[src/rtl/pmem_arbiter_pkg.sv]
// Shared LC-3b memory-side types and the line-address helper used by the pmem arbiter.
// Line size and the default starvation bound live here so L2, EWB and arbiter agree.
package pmem_arbiter_pkg;

  typedef logic [15:0]  lc3b_word;
  typedef logic [127:0] lc3b_line;

  localparam int LC3B_LINE_OFFSET_BITS = 4;
  localparam int PMEM_ARB_STARVE_LIMIT = 4;

  // True when both byte addresses fall in the same cache line.
  function automatic logic same_line(
    input lc3b_word a,
    input lc3b_word b,
    input int       offset_bits
  );
    return (a >> offset_bits) == (b >> offset_bits);
  endfunction

endpackage

[src/rtl/arb_starve_counter.sv]
// Saturating count of read grants made while a writeback was waiting.
// sat tells the arbiter the pending write must win the next arbitration.
module arb_starve_counter
  import pmem_arbiter_pkg::*;
#(
  parameter int STARVE_LIMIT = PMEM_ARB_STARVE_LIMIT
) (
  input  logic clk,
  input  logic rst,
  input  logic inc,
  input  logic clr,
  output logic sat
);

  localparam int               CNT_W   = $clog2(STARVE_LIMIT + 1);
  localparam logic [CNT_W-1:0] CNT_MAX = CNT_W'(STARVE_LIMIT);

  logic [CNT_W-1:0] cnt_q;
  logic [CNT_W-1:0] cnt_d;

  // clr wins over inc; the two are never requested together by the arbiter.
  always_comb begin
    cnt_d = cnt_q;
    if (clr) begin
      cnt_d = '0;
    end else if (inc && (cnt_q != CNT_MAX)) begin
      cnt_d = cnt_q + 1'b1;
    end
  end

  always_ff @(posedge clk) begin
    if (rst) begin
      cnt_q <= '0;
    end else begin
      cnt_q <= cnt_d;
    end
  end

  assign sat = (cnt_q == CNT_MAX);

endmodule

[src/rtl/pmem_arbiter.sv]
// Single-port physical-memory arbiter between L2 line fills and EWB writebacks.
// Reads win unless the write is starved or targets the line the read wants.
module pmem_arbiter
  import pmem_arbiter_pkg::*;
#(
  parameter int STARVE_LIMIT = PMEM_ARB_STARVE_LIMIT,
  parameter int OFFSET_BITS  = LC3B_LINE_OFFSET_BITS
) (
  input  logic     clk,
  input  logic     rst,

  input  logic     l2_read,
  input  lc3b_word l2_addr,
  output logic     l2_resp,
  output lc3b_line l2_rdata,

  input  logic     ewb_write,
  input  lc3b_word ewb_addr,
  input  lc3b_line ewb_wdata,
  output logic     ewb_resp,

  output logic     pmem_read,
  output logic     pmem_write,
  output lc3b_word pmem_address,
  output lc3b_line pmem_wdata,
  input  lc3b_line pmem_rdata,
  input  logic     pmem_resp,

  output logic     busy
);

  // Handshake: a requester raises l2_read/ewb_write and holds it, with address
  // and data stable, until its one-cycle resp pulse; pmem holds its strobe the
  // same way until pmem_resp. A grant is only made from IDLE, so every
  // transaction is separated from the next by at least one IDLE cycle.

  typedef enum logic [1:0] {
    ST_IDLE        = 2'd0,
    ST_SERVE_READ  = 2'd1,
    ST_SERVE_WRITE = 2'd2
  } pmem_arb_state_t;

  pmem_arb_state_t state_q;
  pmem_arb_state_t state_d;

  logic grant_read;
  logic grant_write;
  logic starve_sat;
  logic line_hazard;

  assign line_hazard = same_line(l2_addr, ewb_addr, OFFSET_BITS);

  // Next-state and arbitration.
  always_comb begin
    state_d     = state_q;
    grant_read  = 1'b0;
    grant_write = 1'b0;

    case (state_q)
      ST_IDLE: begin
        if (l2_read && ewb_write) begin
          if (starve_sat || line_hazard) begin
            grant_write = 1'b1;
          end else begin
            grant_read  = 1'b1;
          end
        end else if (l2_read) begin
          grant_read = 1'b1;
        end else if (ewb_write) begin
          grant_write = 1'b1;
        end

        if (grant_write) begin
          state_d = ST_SERVE_WRITE;
        end else if (grant_read) begin
          state_d = ST_SERVE_READ;
        end
      end

      ST_SERVE_READ: begin
        if (pmem_resp) begin
          state_d = ST_IDLE;
        end
      end

      ST_SERVE_WRITE: begin
        if (pmem_resp) begin
          state_d = ST_IDLE;
        end
      end

      default: begin
        state_d = ST_IDLE;
      end
    endcase
  end

  // Outputs are a function of the registered state and the live inputs.
  always_comb begin
    pmem_read    = 1'b0;
    pmem_write   = 1'b0;
    pmem_address = '0;
    pmem_wdata   = ewb_wdata;
    l2_resp      = 1'b0;
    ewb_resp     = 1'b0;

    case (state_q)
      ST_SERVE_READ: begin
        pmem_read    = 1'b1;
        pmem_address = l2_addr;
        l2_resp      = pmem_resp;
      end

      ST_SERVE_WRITE: begin
        pmem_write   = 1'b1;
        pmem_address = ewb_addr;
        ewb_resp     = pmem_resp;
      end

      default: begin
      end
    endcase
  end

  always_ff @(posedge clk) begin
    if (rst) begin
      state_q <= ST_IDLE;
    end else begin
      state_q <= state_d;
    end
  end

  // Only reads that jump ahead of a waiting write count toward starvation.
  arb_starve_counter #(
    .STARVE_LIMIT (STARVE_LIMIT)
  ) u_starve (
    .clk (clk),
    .rst (rst),
    .inc (grant_read && ewb_write),
    .clr (grant_write),
    .sat (starve_sat)
  );

  assign busy     = (state_q != ST_IDLE);
  assign l2_rdata = pmem_rdata;

endmodule

[config.mk]
export PLATFORM = sky130hd
export DESIGN_NAME = pmem_arbiter
export DESIGN_NICKNAME = d
export VERILOG_FILES = /design/src/rtl/pmem_arbiter_pkg.sv /design/src/rtl/arb_starve_counter.sv /design/src/rtl/pmem_arbiter.sv
export SDC_FILE = /design/constraint.sdc
export NUM_CORES = 1
export LEC_CHECK = 0
export ABC_AREA = 1
export CORE_AREA = 2 2 223 225
export CTS_CLUSTER_SIZE = 28
export DETAILED_ROUTE_END_ITERATION = 12
export DIE_AREA = 0 0 225 227
export HOLD_SLACK_MARGIN = 0.05
export PLACE_DENSITY = 0.42
export SLEW_MARGIN = 10
export SYNTH_ARGS = -nofsm -noshare
export SYNTH_HDL_FRONTEND = slang
export SYNTH_SLANG_ARGS = --single-unit
[constraint.sdc]
create_clock -name clk -period 3.16 [get_ports clk]
set_input_delay 0.632 -clock clk [delete_from_list [all_inputs] [get_ports clk]]
set_output_delay 0.632 -clock clk [all_outputs]
set_load 0.01 [all_outputs]
# Word level (Yosys, flattened, before mapping)

Cells that the tools add are included.

Register bits: 5
Input port bits: 293
Output and inout port bits: 277
Word-level logic and storage cells: 39

$add $sub $neg: 1
Equal/unequal tests: 7
Multiplexer cells: 20
Reduce and logical (&&, ||, !) cells: 9

Operators with widths:

| cell                                                                    | count |
|---|---|
| 16-bit case mux with 2 select lines                                     | 1 |
| 1-bit 2-to-1 mux                                                        | 15 |
| 12-bit equality test                                                    | 1 |
| 2-bit 2-to-1 mux                                                        | 3 |
| 3-bit inequality test, second input constant                            | 2 |
| 2-bit case mux with 2 select lines                                      | 1 |
| 2-bit OR reduction                                                      | 2 |
| 3-bit by 1-bit adder with 3-bit output, second input constant           | 1 |
| 3-bit equality test, second input constant                              | 1 |
| 1-bit logical AND                                                       | 3 |
| 2-bit by 1-bit equality test with 1-bit output, second input constant   | 1 |
| 2-bit equality test, second input constant                              | 1 |
| 2-bit zero test                                                         | 1 |
| 2-bit by 1-bit inequality test with 1-bit output, second input constant | 1 |
| 2-bit AND reduction                                                     | 1 |
| 2-bit nonzero test                                                      | 1 |
| 1-bit logical OR                                                        | 1 |

# Depth between registers and ports, before layout

Gate-level depths: netlist (run 1).

Word-level depth: 8
Mapped depth: 10
Depth with buffers taken out: 10

# Modules after synthesis

Synthesis (run 1) repeated with hierarchy kept, for this count alone.

Cells, all modules: 421
Area total of the unflattened synthesis: 2746.4 µm²

Modules (own cells, without submodules):

| module             | times used | cells an instance | area each (µm²) | sequential area each (µm²) |
|---|---|---|---|---|
| pmem_arbiter       | 1          | 394               | 2571.2          | 40.0 |
| arb_starve_counter | 1          | 27                | 175.2           | 60.1 |

# Worst setup path before layout (run 1)

OpenSTA, ideal clock, no wires.

Path kind: register to output
Start: register state_q[1]
End: output pmem_address[11]
Arrival: 1210 ps
Data required time: 2528 ps
Path slack: 1318 ps
Stages on the path, launching flop included: 7
Buffers on the path: 2
Cell sequence: dfxtp_1 inv_1 ha_1 buf_2 buf_2 nand2_1 a21oi_1

Cells in the longest elaborated chain, start to end: 2
Elaborated cells on any way between the ends: 3
Those cells by class: eq/ne: 2; mux: 1

RTL lines:

| element                                                                               | line                | RTL |
|---|---|---|
| from (decl)                                                                           | pmem_arbiter.sv:43  | `pmem_arb_state_t state_q;` |
| from (signal assigned)                                                                | pmem_arbiter.sv:129 | `state_q <= state_d;` |
| 2-bit equality test or 2-bit by 1-bit equality test with 1-bit output (tied branches) | pmem_arbiter.sv:107 | `case (state_q)` |
| 16-bit case mux with 2 select lines *                                                 | pmem_arbiter.sv:107 |  |
| to (decl)                                                                             | pmem_arbiter.sv:24  | `output lc3b_word pmem_address,` |

Mark *: on every way between the ends. The rest lies on a longest branch, timed or not.

# Worst setup path in the final report (run 1)

Start: register state_q[0]
End: output pmem_address[3]

The elaborated chain is that of the path after synthesis.

==> flow_summary.ini, run 1 <==
[setup_path]
worstPathBufferInverterCount = 3
setup.worst_path.class = reg -> out
critical_path_required_ps = 2530
timing.critical_path.slowest_stage_cell = clkdlybuf4s50_1
critical_path.startpoint_type = register
crit_path_end_kind = primary output
critPathArrivalTime_ps = 2250
largest_driver_fanout_on_the_critical_path = 15
critical-path-max-stage-delay_ps = 650
cp_top_family = buffers and inverters
critical_path.cell_chain = inv_1 > ha_1 > inv_2 > a21oi_1 > clkdlybuf4s50_1

[synthesis]
synth_async_sr_flop_share_pct = 0
synth_area_leaders = buf_4 70%, nand2_1 9.3%, dfxtp_1 3.6%, a21oi_1 3.3%, inv_1 3.3%
ys_seq_area_share_pct = 3.63
synth_cells = 410
synth-warning-count = 0
yosys-mux-area-fraction_pct = 0
synthDistinctLibCells = 22
ys_top_cells_by_count = 256 x buf_4, 68 x nand2_1, 24 x inv_1, 18 x a21oi_1
synth_fp_nets = 708
synth-adder-area-share_pct = 2.27
synthXorXnorAreaFrac_pct = 1.59
synth-edff-count = 0
synth_largest_type_area_fraction_pct = 69.7
synth_area_um2 = 2760
synth_compound_area_share_pct = 5.81
yosys.area_share.simple_pct = 12.3
synth_top_area_cell = buf_4
synthMostInstantiatedCell = buf_4
synth_top_family_by_area = buffers and inverters
postSynth.topFlopCell = dfxtp_1
post_synth.cell_area_avg_um2 = 6.73
synth.ff_latch_count = 5

[grt]
grt_start_max_net_pins = 16
antenna_violations_before_repair = 1
track_usage_pct = 4.83
grt.overflow.total = 0
first_global_vias = 1610
grt_pass1_wl_um = 15600

[pwr]
leakage_uw = 0.000682
swShare_pct = 45.3
vdd_ir_drop_max_mv = 0.210
seq_power_share_pct = 9.6
power_density_nw_per_um2 = 376
power_frac_clock_pct = 25.0
power.total_uw = 855
power_frac_comb_pct = 65.4
net_sw_power_uw = 387
internal-power_uw = 468

[detailed_routing]
routed-via-count = 1574
drt.antenna.violating_nets = 0
drt_first_iter_violations = 28
avgViaCountPerCell = 1.88
detail_route.wirelength_um = 13400
wirelength_per_cell_um = 16.0
drtPass1Iterations = 4
detail_route.drc_violations = 0

[clock_network]
cts.repair_timing.setup_buffer_count = 0
worstSkewPairLatency_ps = 230
ctsHtreeMaxLevel = 1
ctsLongestPathBuffers = 2
cts_tree = built
clock_sinks = 5
clkTransAtPathRegs_ps = 40
tritoncts.num_buffers = 3
cts_root_buffer = clkbuf_16
holdBufCountCts = 0
post_cts.resized_instances = 0

[final_layout]
post-route-cell-area_um2 = 2280
antenna_cells_inserted = 0
final.fill_count = 5758
num-nets-final = 514
area.growth.synth_to_final_pct = -17.4
fin_cells = 837
final_layout_size_suffix_gt1_share_pct = 11.2

[sta]
rsz0062_at_grt = no
timing_worst_slew_pin_value_ps = 555
layout_worst_path_cycle_share_pct = 91.1
worst_slew_margin_rel_pct = 62.9
setup_viol_count_final = 0
max_clock_freq_mhz = 347
setup_total_negative_slack_ps = 0
final_report_max_slew_violation_count = 0
setup_ws_ps = 282
finalWorstPathRequiredPeriod_ps = 2880
hold_violations = 0
timing.clock.skew_ps = 2.76

[placement]
post-place-ws_ps = 284
place_area_um2 = 2200
placed_cells_incl_taps = 833
port-buffer-count = 57
place.detailed.hpwl_um = 11700
globalplace.congestion = 0.587

[floorplan]
starting_density_pct = 5.68
core_region_area_um2 = 48500
dieWidth_um = 225
chipHeight_um = 227
boundaryPins = 570
fp-row-count = 81
floorplan.die_area_um2 = 51100

[outcome]
status = finished clean

[job]
max-cap-violations = 0

[worst_hold_path]
min_path_type = reg -> reg
[sequential cells by signal (all words and copies together), names as in the netlist]
signal / cells
state_q: 2
u_starve.cnt_q: 3
[metrics by stage]
step / hold WS [ps] / utilization [%]
2_1_floorplan: 463 / -
3_3_place_gp: 480 / 4.53
3_5_place_dp: 482 / 4.53
4_1_cts: 489 / 4.69
5_1_grt: 508 / 4.69
6_report: 487 / 4.69
[power groups by stage]
stage	Sequential, uW	Clock, uW	Combinational [uW]
floorplan	79.9	0	574
global placement	81.0	0	597
detailed placement	82.8	0	596
CTS	82.0	217	600
global route	83.4	221	629
finish	81.8	214	559
[logic make-up (layout without fill, tap and decap cells)]
| kind of cell | Yosys count | after routing |
|---|---|---|
| buf+inv | 289 | 94 |
| simple gates | 80 | 80 |
| compound gates | 26 | 26 |
| fa+ha+maj | 5 | 5 |
| xor+xnor | 5 | 5 |
| flops | 5 | 5 |
[metal layers]
| metal | up-vias | GRT usage (%) | routed length [um] |
|---|---|---|---|
| met5 | - | 0 | 0 |
| met4 | 0 | 4.89 | 1240 |
| met1 | 561 | 2.56 | 2490 |
| met2 | 308 | 7.95 | 6220 |
| li1 | 592 | - | - |
| met3 | 113 | 5.16 | 3490 |
[cell usage in the layout, fill, tap and decap left out, types with 2 or more instances in the layout]
master           count
xnor2_1              4
dfxtp_1              5
ha_1                 5
a21oi_1             18
inv_1               24
nand2_2              2
clkdlybuf4s50_1     57
nand3_2              2
a21oi_2              3
nand4_1              3
buf_4                5
nand2_1             68
inv_2                4
o21ai_0              2
clkbuf_16            3
nor2_2               3
[worst reg2reg max path, cell delays in order (launching register included)]
cell	delay, ps
dfxtp_1	350
inv_1	70
ha_1	300
inv_2	420
nor2_1	100
a31oi_1	280
o21a_1	170
a21oi_1	60
[worst paths after layout]
check	cells past startpoint	startpoint	slack [ps]	end
max	5	state_q[0]	280	pmem_address[3]
min	2	u_starve.cnt_q[1]	490	u_starve.cnt_q[1]
max reg2reg	7	state_q[0]	1300	state_q[0]
min reg2reg	2	u_starve.cnt_q[1]	490	u_starve.cnt_q[1]
[cell type report]
type                       instances  area [um^2]  share of cell area [%]
clock buffer                       4         78.8                    3.46
tap                              622          778                    34.2
inverter                          28          105                    4.62
timing repair buffer              62          608                    26.7
sequential                         5          100                    4.40
multi-input combinational        116          607                    26.6
No activity file was read; power rests on OpenSTA's default activity.
==> run 2: changes to the inputs <==
--- a/config.mk
+++ b/config.mk
@@ -5,13 +5,12 @@
 export SDC_FILE = /design/constraint.sdc
 export NUM_CORES = 1
 export LEC_CHECK = 0
-export ABC_AREA = 1
-export CORE_AREA = 2 2 223 225
+export CORE_AREA = 2 2 224 226
 export CTS_CLUSTER_SIZE = 28
 export DETAILED_ROUTE_END_ITERATION = 12
-export DIE_AREA = 0 0 225 227
+export DIE_AREA = 0 0 226 228
 export HOLD_SLACK_MARGIN = 0.05
-export PLACE_DENSITY = 0.42
+export PLACE_DENSITY = 0.41
 export SLEW_MARGIN = 10
 export SYNTH_ARGS = -nofsm -noshare
 export SYNTH_HDL_FRONTEND = slang
==> run 2 against run 1 <==
Wire length is 24% lower; fmax is 6.0% higher; synthesized cell count decreased by 14%; die area up 0.89%; critical path depth is 1 lower; critical endpoint is now pmem_address[5]; count of clock-buffer cells in the layout did not move; global-route usage fell by 1.1 points.
==> flow_summary.ini, run 2 <==
[outcome]
status = finished clean

[sta]
max_clock_freq_mhz = 368
timing.clock.skew_ps = 0.167
worst_slew_margin_rel_pct = 61.8
finalWorstPathRequiredPeriod_ps = 2710
hold_violations = 0
final_report_max_slew_violation_count = 0
layout_worst_path_cycle_share_pct = 85.9
rsz0062_at_grt = no
setup_viol_count_final = 0
setup_total_negative_slack_ps = 0
timing_worst_slew_pin_value_ps = 574

[clock_network]
clock_sinks = 5
cts.repair_timing.setup_buffer_count = 0
ctsHtreeMaxLevel = 1
post_cts.resized_instances = 0
cts_root_buffer = clkbuf_16
cts_tree = built
ctsLongestPathBuffers = 2
tritoncts.num_buffers = 3
worstSkewPairLatency_ps = 230
clkTransAtPathRegs_ps = 30
holdBufCountCts = 0

[job]
max-cap-violations = 0

[detailed_routing]
drt_first_iter_violations = 79
drt.antenna.violating_nets = 0
wirelength_per_cell_um = 12.3
drtPass1Iterations = 4
detail_route.wirelength_um = 10200
avgViaCountPerCell = 1.75
detail_route.drc_violations = 0
routed-via-count = 1447

[placement]
place_area_um2 = 2140
port-buffer-count = 57
placed_cells_incl_taps = 824
globalplace.congestion = 0.613
place.detailed.hpwl_um = 8820

[grt]
grt_start_max_net_pins = 19
grt.overflow.total = 0
antenna_violations_before_repair = 0
track_usage_pct = 3.69
grt_pass1_wl_um = 12600
first_global_vias = 1612

[setup_path]
critical_path.cell_chain = inv_1 > ha_1 > nor2b_1 > clkdlybuf4s50_1
cp_top_family = buffers and inverters
timing.rr.start = state_q[0]
critical_path.startpoint_type = register
largest_driver_fanout_on_the_critical_path = 18
critical-path-max-stage-delay_ps = 640
critical_path_required_ps = 2530
crit_path_end_kind = primary output
worstPathBufferInverterCount = 2
timing.critical_path.slowest_stage_cell = ha_1
reg2reg_end = state_q[1]
setup.worst_path.class = reg -> out
critPathArrivalTime_ps = 2080
ff2ff_setup_slack_ps = 1100
worst-r2r-cell-count = 6

[final_layout]
top_register = u_starve.cnt_q
area.growth.synth_to_final_pct = -16.1
layout.cells.most_common = clkdlybuf4s50_1
multiInputGateArea_um2 = 583
area.sequential_um2 = 100
largestRegisters = u_starve.cnt_q: 3 flops, state_q: 2 flops
post-route-cell-area_um2 = 2220
num-nets-final = 455
largest_register_ff_count = 3
final_layout_size_suffix_gt1_share_pct = 5.13
final.fill_count = 5882
mostFrequentLayoutCells = 57 x clkdlybuf4s50_1, 17 x nor2b_1, 16 x a22oi_1
fin_cells = 829

[worst_hold_path]
min_path_type = reg -> reg
min_delay_worst_endpoint = u_starve.cnt_q[1]
worstHoldStart = u_starve.cnt_q[1]
hold_path_depth = 2

[synthesis]
synthXorXnorAreaFrac_pct = 4.25
synth_fp_nets = 651
synth_area_leaders = buf_4 73%, a22oi_1 4.5%, nor2b_1 4.0%, dfxtp_1 3.8%, xnor2_1 3.6%
synth_largest_type_area_fraction_pct = 72.5
synth_async_sr_flop_share_pct = 0
synth-edff-count = 0
synth_cells = 353
synth_area_um2 = 2650
yosys-mux-area-fraction_pct = 0.425
yosys.area_share.simple_pct = 7.74
synth-warning-count = 0
synth_compound_area_share_pct = 7.22
synthMostInstantiatedCell = buf_4
synth_top_family_by_area = buffers and inverters
post_synth.cell_area_avg_um2 = 7.51
synthDistinctLibCells = 25
synth_top_area_cell = buf_4
synth.ff_latch_count = 5
postSynth.topFlopCell = dfxtp_1
ys_top_cells_by_count = 256 x buf_4, 17 x nor2b_1, 16 x a22oi_1, 11 x xnor2_1, 7 x inv_1
ys_seq_area_share_pct = 3.78
synth-adder-area-share_pct = 2.36

[floorplan]
dieWidth_um = 226
floorplan.die_area_um2 = 51500
core_region_area_um2 = 49300
chipHeight_um = 228
boundaryPins = 570
starting_density_pct = 5.37
fp-row-count = 82

[pwr]
leakage_uw = 0.000487
vdd_ir_drop_max_mv = 0.168
power_density_nw_per_um2 = 243
-- run 2: changes by cell type after synthesis, sizes merged, moves of 3 or more --
| cell | change |
|---|---|
| buf | -4 |
| o41ai | +3 |
| a22oi | +16 |
| nor2b | +17 |
| inv | -21 |
| a21oi | -19 |
| xnor2 | +8 |
| nand2 | -66 |
| clkbuf | +4 |
-- run 2: per-layer routing --
layer	GRT usage [%]	share of wire [%]	vias up
met2	5.13	40	262
met4	5.59	16	0
met1	2.69	25	559
met5	0.285	0	-
met3	2.68	19	156
li1	-	-	470
-- run 2: cell type report --
class	instances	area share [%]
tap	672	37.8
multi-input combinational	80	26.2
sequential	5	4.50
timing repair buffer	60	26.7
clock buffer	4	3.54
antenna	1	0.112
inverter	7	1.18
-- run 2: worst reg2reg max path, cell delays in order (launching register included) --
cell	delay, ps
dfxtp_1	320
inv_1	70
ha_1	530
nor2b_1	290
nor2_1	170
or4b_1	460
a21oi_1	150
-- run 2: where the power goes --
part	switching [uW]	internal (uW)	leakage (uW)
logic	122	136	0.000408
clock network	43.6	167	0.0000382
registers	3.06	68.4	0.0000408
-- run 2: kinds of logic after synthesis --
group	count (synthesis)
flip-flops	5
AND/OR/NAND/NOR	36
AO/OA/AOI/OAI	26
buffers and inverters	268
multiplexers	1
adder cells (fa/ha/maj)	5
XOR/XNOR	12
-- run 2: metrics by stage --
stage | setup WS, ps | hold slack, ps | utilization (%) | power [uW]
3_5_place_dp | 519 | 482 | 4.34 | 339
5_1_grt | 280 | 508 | 4.50 | 579
6_report | 445 | 491 | 4.51 | 541
2_1_floorplan | 1090 | 459 | - | 525
3_3_place_gp | 499 | 478 | 4.34 | 339
4_1_cts | 389 | 489 | 4.50 | 552
-- run 2: how the worst max path moves through the flow --
stage / from / to / slack (ps) / depth (start not counted)
2_1_floorplan: state_q[0] / pmem_address[14] / 1090 / 6
3_3_place_gp: ewb_addr[15] / pmem_address[15] / 500 / 4
3_5_place_dp: ewb_addr[15] / pmem_address[15] / 520 / 4
4_1_cts: state_q[1] / pmem_address[15] / 390 / 4
5_1_grt: state_q[1] / pmem_address[3] / 280 / 4
6_report: state_q[1] / pmem_address[5] / 450 / 4
==> run 3: changes to the inputs <==
--- a/config.mk
+++ b/config.mk
@@ -6,6 +6,7 @@
 export NUM_CORES = 1
 export LEC_CHECK = 0
 export CORE_AREA = 2 2 224 226
+export CTS_BUF_LIST = sky130_fd_sc_hd__clkbuf_4 sky130_fd_sc_hd__clkbuf_8 sky130_fd_sc_hd__clkbuf_16
 export CTS_CLUSTER_SIZE = 28
 export DETAILED_ROUTE_END_ITERATION = 12
 export DIE_AREA = 0 0 226 228
==> run 3 against run 2 <==
Clock skew about the same; first-iteration DRC count up 11%; via count about the same; final cell count is the same; register-to-register slack lost 20 ps; largest cell class unchanged; worst hold slack hardly changed; die area stayed put; utilization barely moved; critical path type unchanged; clock power grew 4%; setup slack worse by 5.7 ps; sequential power about the same; highest routed layer unchanged; count of clock-buffer cells in the layout stayed put.
==> flow_summary.ini, run 3 (same netlist as run 2, synthesis figures left out) <==
[placement]
globalplace.congestion = 0.613
post-place-ws_ps = 519
place.detailed.hpwl_um = 8820
port-buffer-count = 57

[sta]
worst_slew_margin_rel_pct = 62.2
setup_total_negative_slack_ps = 0
rsz0062_at_grt = no
setup_ws_ps = 440
max_clock_freq_mhz = 368
timing_worst_slew_pin_value_ps = 567
timing.clock.skew_ps = 0.450
layout_worst_path_cycle_share_pct = 86.1
hold_violations = 0
setup_viol_count_final = 0
finalWorstPathRequiredPeriod_ps = 2720
final_report_max_slew_violation_count = 0

[final_layout]
mostFrequentLayoutCells = 57 x clkdlybuf4s50_1, 17 x nor2b_1, 16 x a22oi_1
final_layout_size_suffix_gt1_share_pct = 5.77
top_register = u_starve.cnt_q
num-nets-final = 455
largest_register_ff_count = 3
layout.cells.most_common = clkdlybuf4s50_1
largestRegisters = u_starve.cnt_q: 3 flops, state_q: 2 flops
area.growth.synth_to_final_pct = -15.9

[detailed_routing]
routed-via-count = 1448
drt.antenna.violating_nets = 0
drtPass1Iterations = 3
wirelength_per_cell_um = 12.4
avgViaCountPerCell = 1.75
drt_first_iter_violations = 88
detail_route.wirelength_um = 10300
detail_route.drc_violations = 0

[clock_network]
cts.repair_timing.setup_buffer_count = 0
clkTransAtPathRegs_ps = 30
ctsHtreeMaxLevel = 1
worstSkewPairLatency_ps = 230
tritoncts.num_buffers = 3
holdBufCountCts = 0
post_cts.resized_instances = 0
cts_root_buffer = clkbuf_16
cts_tree = built
ctsLongestPathBuffers = 2
clock_sinks = 5

[floorplan]
boundaryPins = 570
chipHeight_um = 228
dieWidth_um = 226
fp-row-count = 82
floorplan.die_area_um2 = 51500
core_region_area_um2 = 49300
starting_density_pct = 5.37

[pwr]
leakage_uw = 0.000490
power_density_nw_per_um2 = 247
vdd_ir_drop_max_mv = 0.169

[setup_path]
critPathArrivalTime_ps = 2090
critical_path_required_ps = 2530
cp_top_family = buffers and inverters
setup.worst_path.class = reg -> out
timing.critical_path.slowest_stage_cell = ha_1
critical-path-max-stage-delay_ps = 640
largest_driver_fanout_on_the_critical_path = 18
critical_path.cell_chain = inv_1 > ha_1 > nor2b_1 > clkdlybuf4s50_1
worstPathBufferInverterCount = 2
crit_path_end_kind = primary output
critical_path.startpoint_type = register

[worst_hold_path]
min_path_type = reg -> reg

[grt]
first_global_vias = 1626
antenna_violations_before_repair = 0
track_usage_pct = 3.69
grt.overflow.total = 0
grt_start_max_net_pins = 19
grt_pass1_wl_um = 12600

[job]
max-cap-violations = 0

[outcome]
status = finished clean
## run 3: per-stage QoR
step | instances | utilization, % | instance area [um^2] | power [uW] | hold slack, ps
2_1_floorplan | 353 | - | 2650 | 525 | 459
3_3_place_gp | 824 | 4.34 | 2140 | 339 | 478
3_5_place_dp | 824 | 4.34 | 2140 | 339 | 482
4_1_cts | 828 | 4.51 | 2230 | 561 | 489
5_1_grt | 828 | 4.51 | 2230 | 587 | 508
6_report | 829 | 4.52 | 2230 | 551 | 491
## run 3: where the power goes
group | internal [uW] | total [uW] | switching (uW)
clock | 176 | 220 | 44.0
sequential | 68.4 | 71.7 | 3.23
combinational | 136 | 259 | 123
total | 380 | 551 | 170
## run 3: final timing paths
check                                       start           endpoint  slack [ps]  cells past startpoint
worst max register to register         state_q[0]         state_q[1]        1080                      6
worst min register to register  u_starve.cnt_q[1]  u_starve.cnt_q[1]         490                      2
worst max-delay path                   state_q[1]    pmem_address[5]         440                      4
worst min-delay path            u_starve.cnt_q[1]  u_starve.cnt_q[1]         490                      2
## run 3: tightest hold or removal path, stage by stage (launching register included)
cell and delay [ps]:
dfxtp_1 320, nand3_1 70, o41ai_1 60
## run 3: final cells by class
type,count,area (um^2)
Inverter,7,26.3
Multi-Input combinational cell,80,583
Timing Repair Buffer,60,593
Tap cell,672,841
Clock buffer,4,82.6
Antenna cell,1,2.50
Fill cell,5879,47100
Sequential cell,5,100
## run 3: metal layers
layer	up-vias	track usage (%)	wire length, um
li1	470	-	-
met1	562	2.68	2570
met2	260	5.14	4120
met3	156	2.68	1930
met4	0	5.59	1620
met5	-	0.285	0
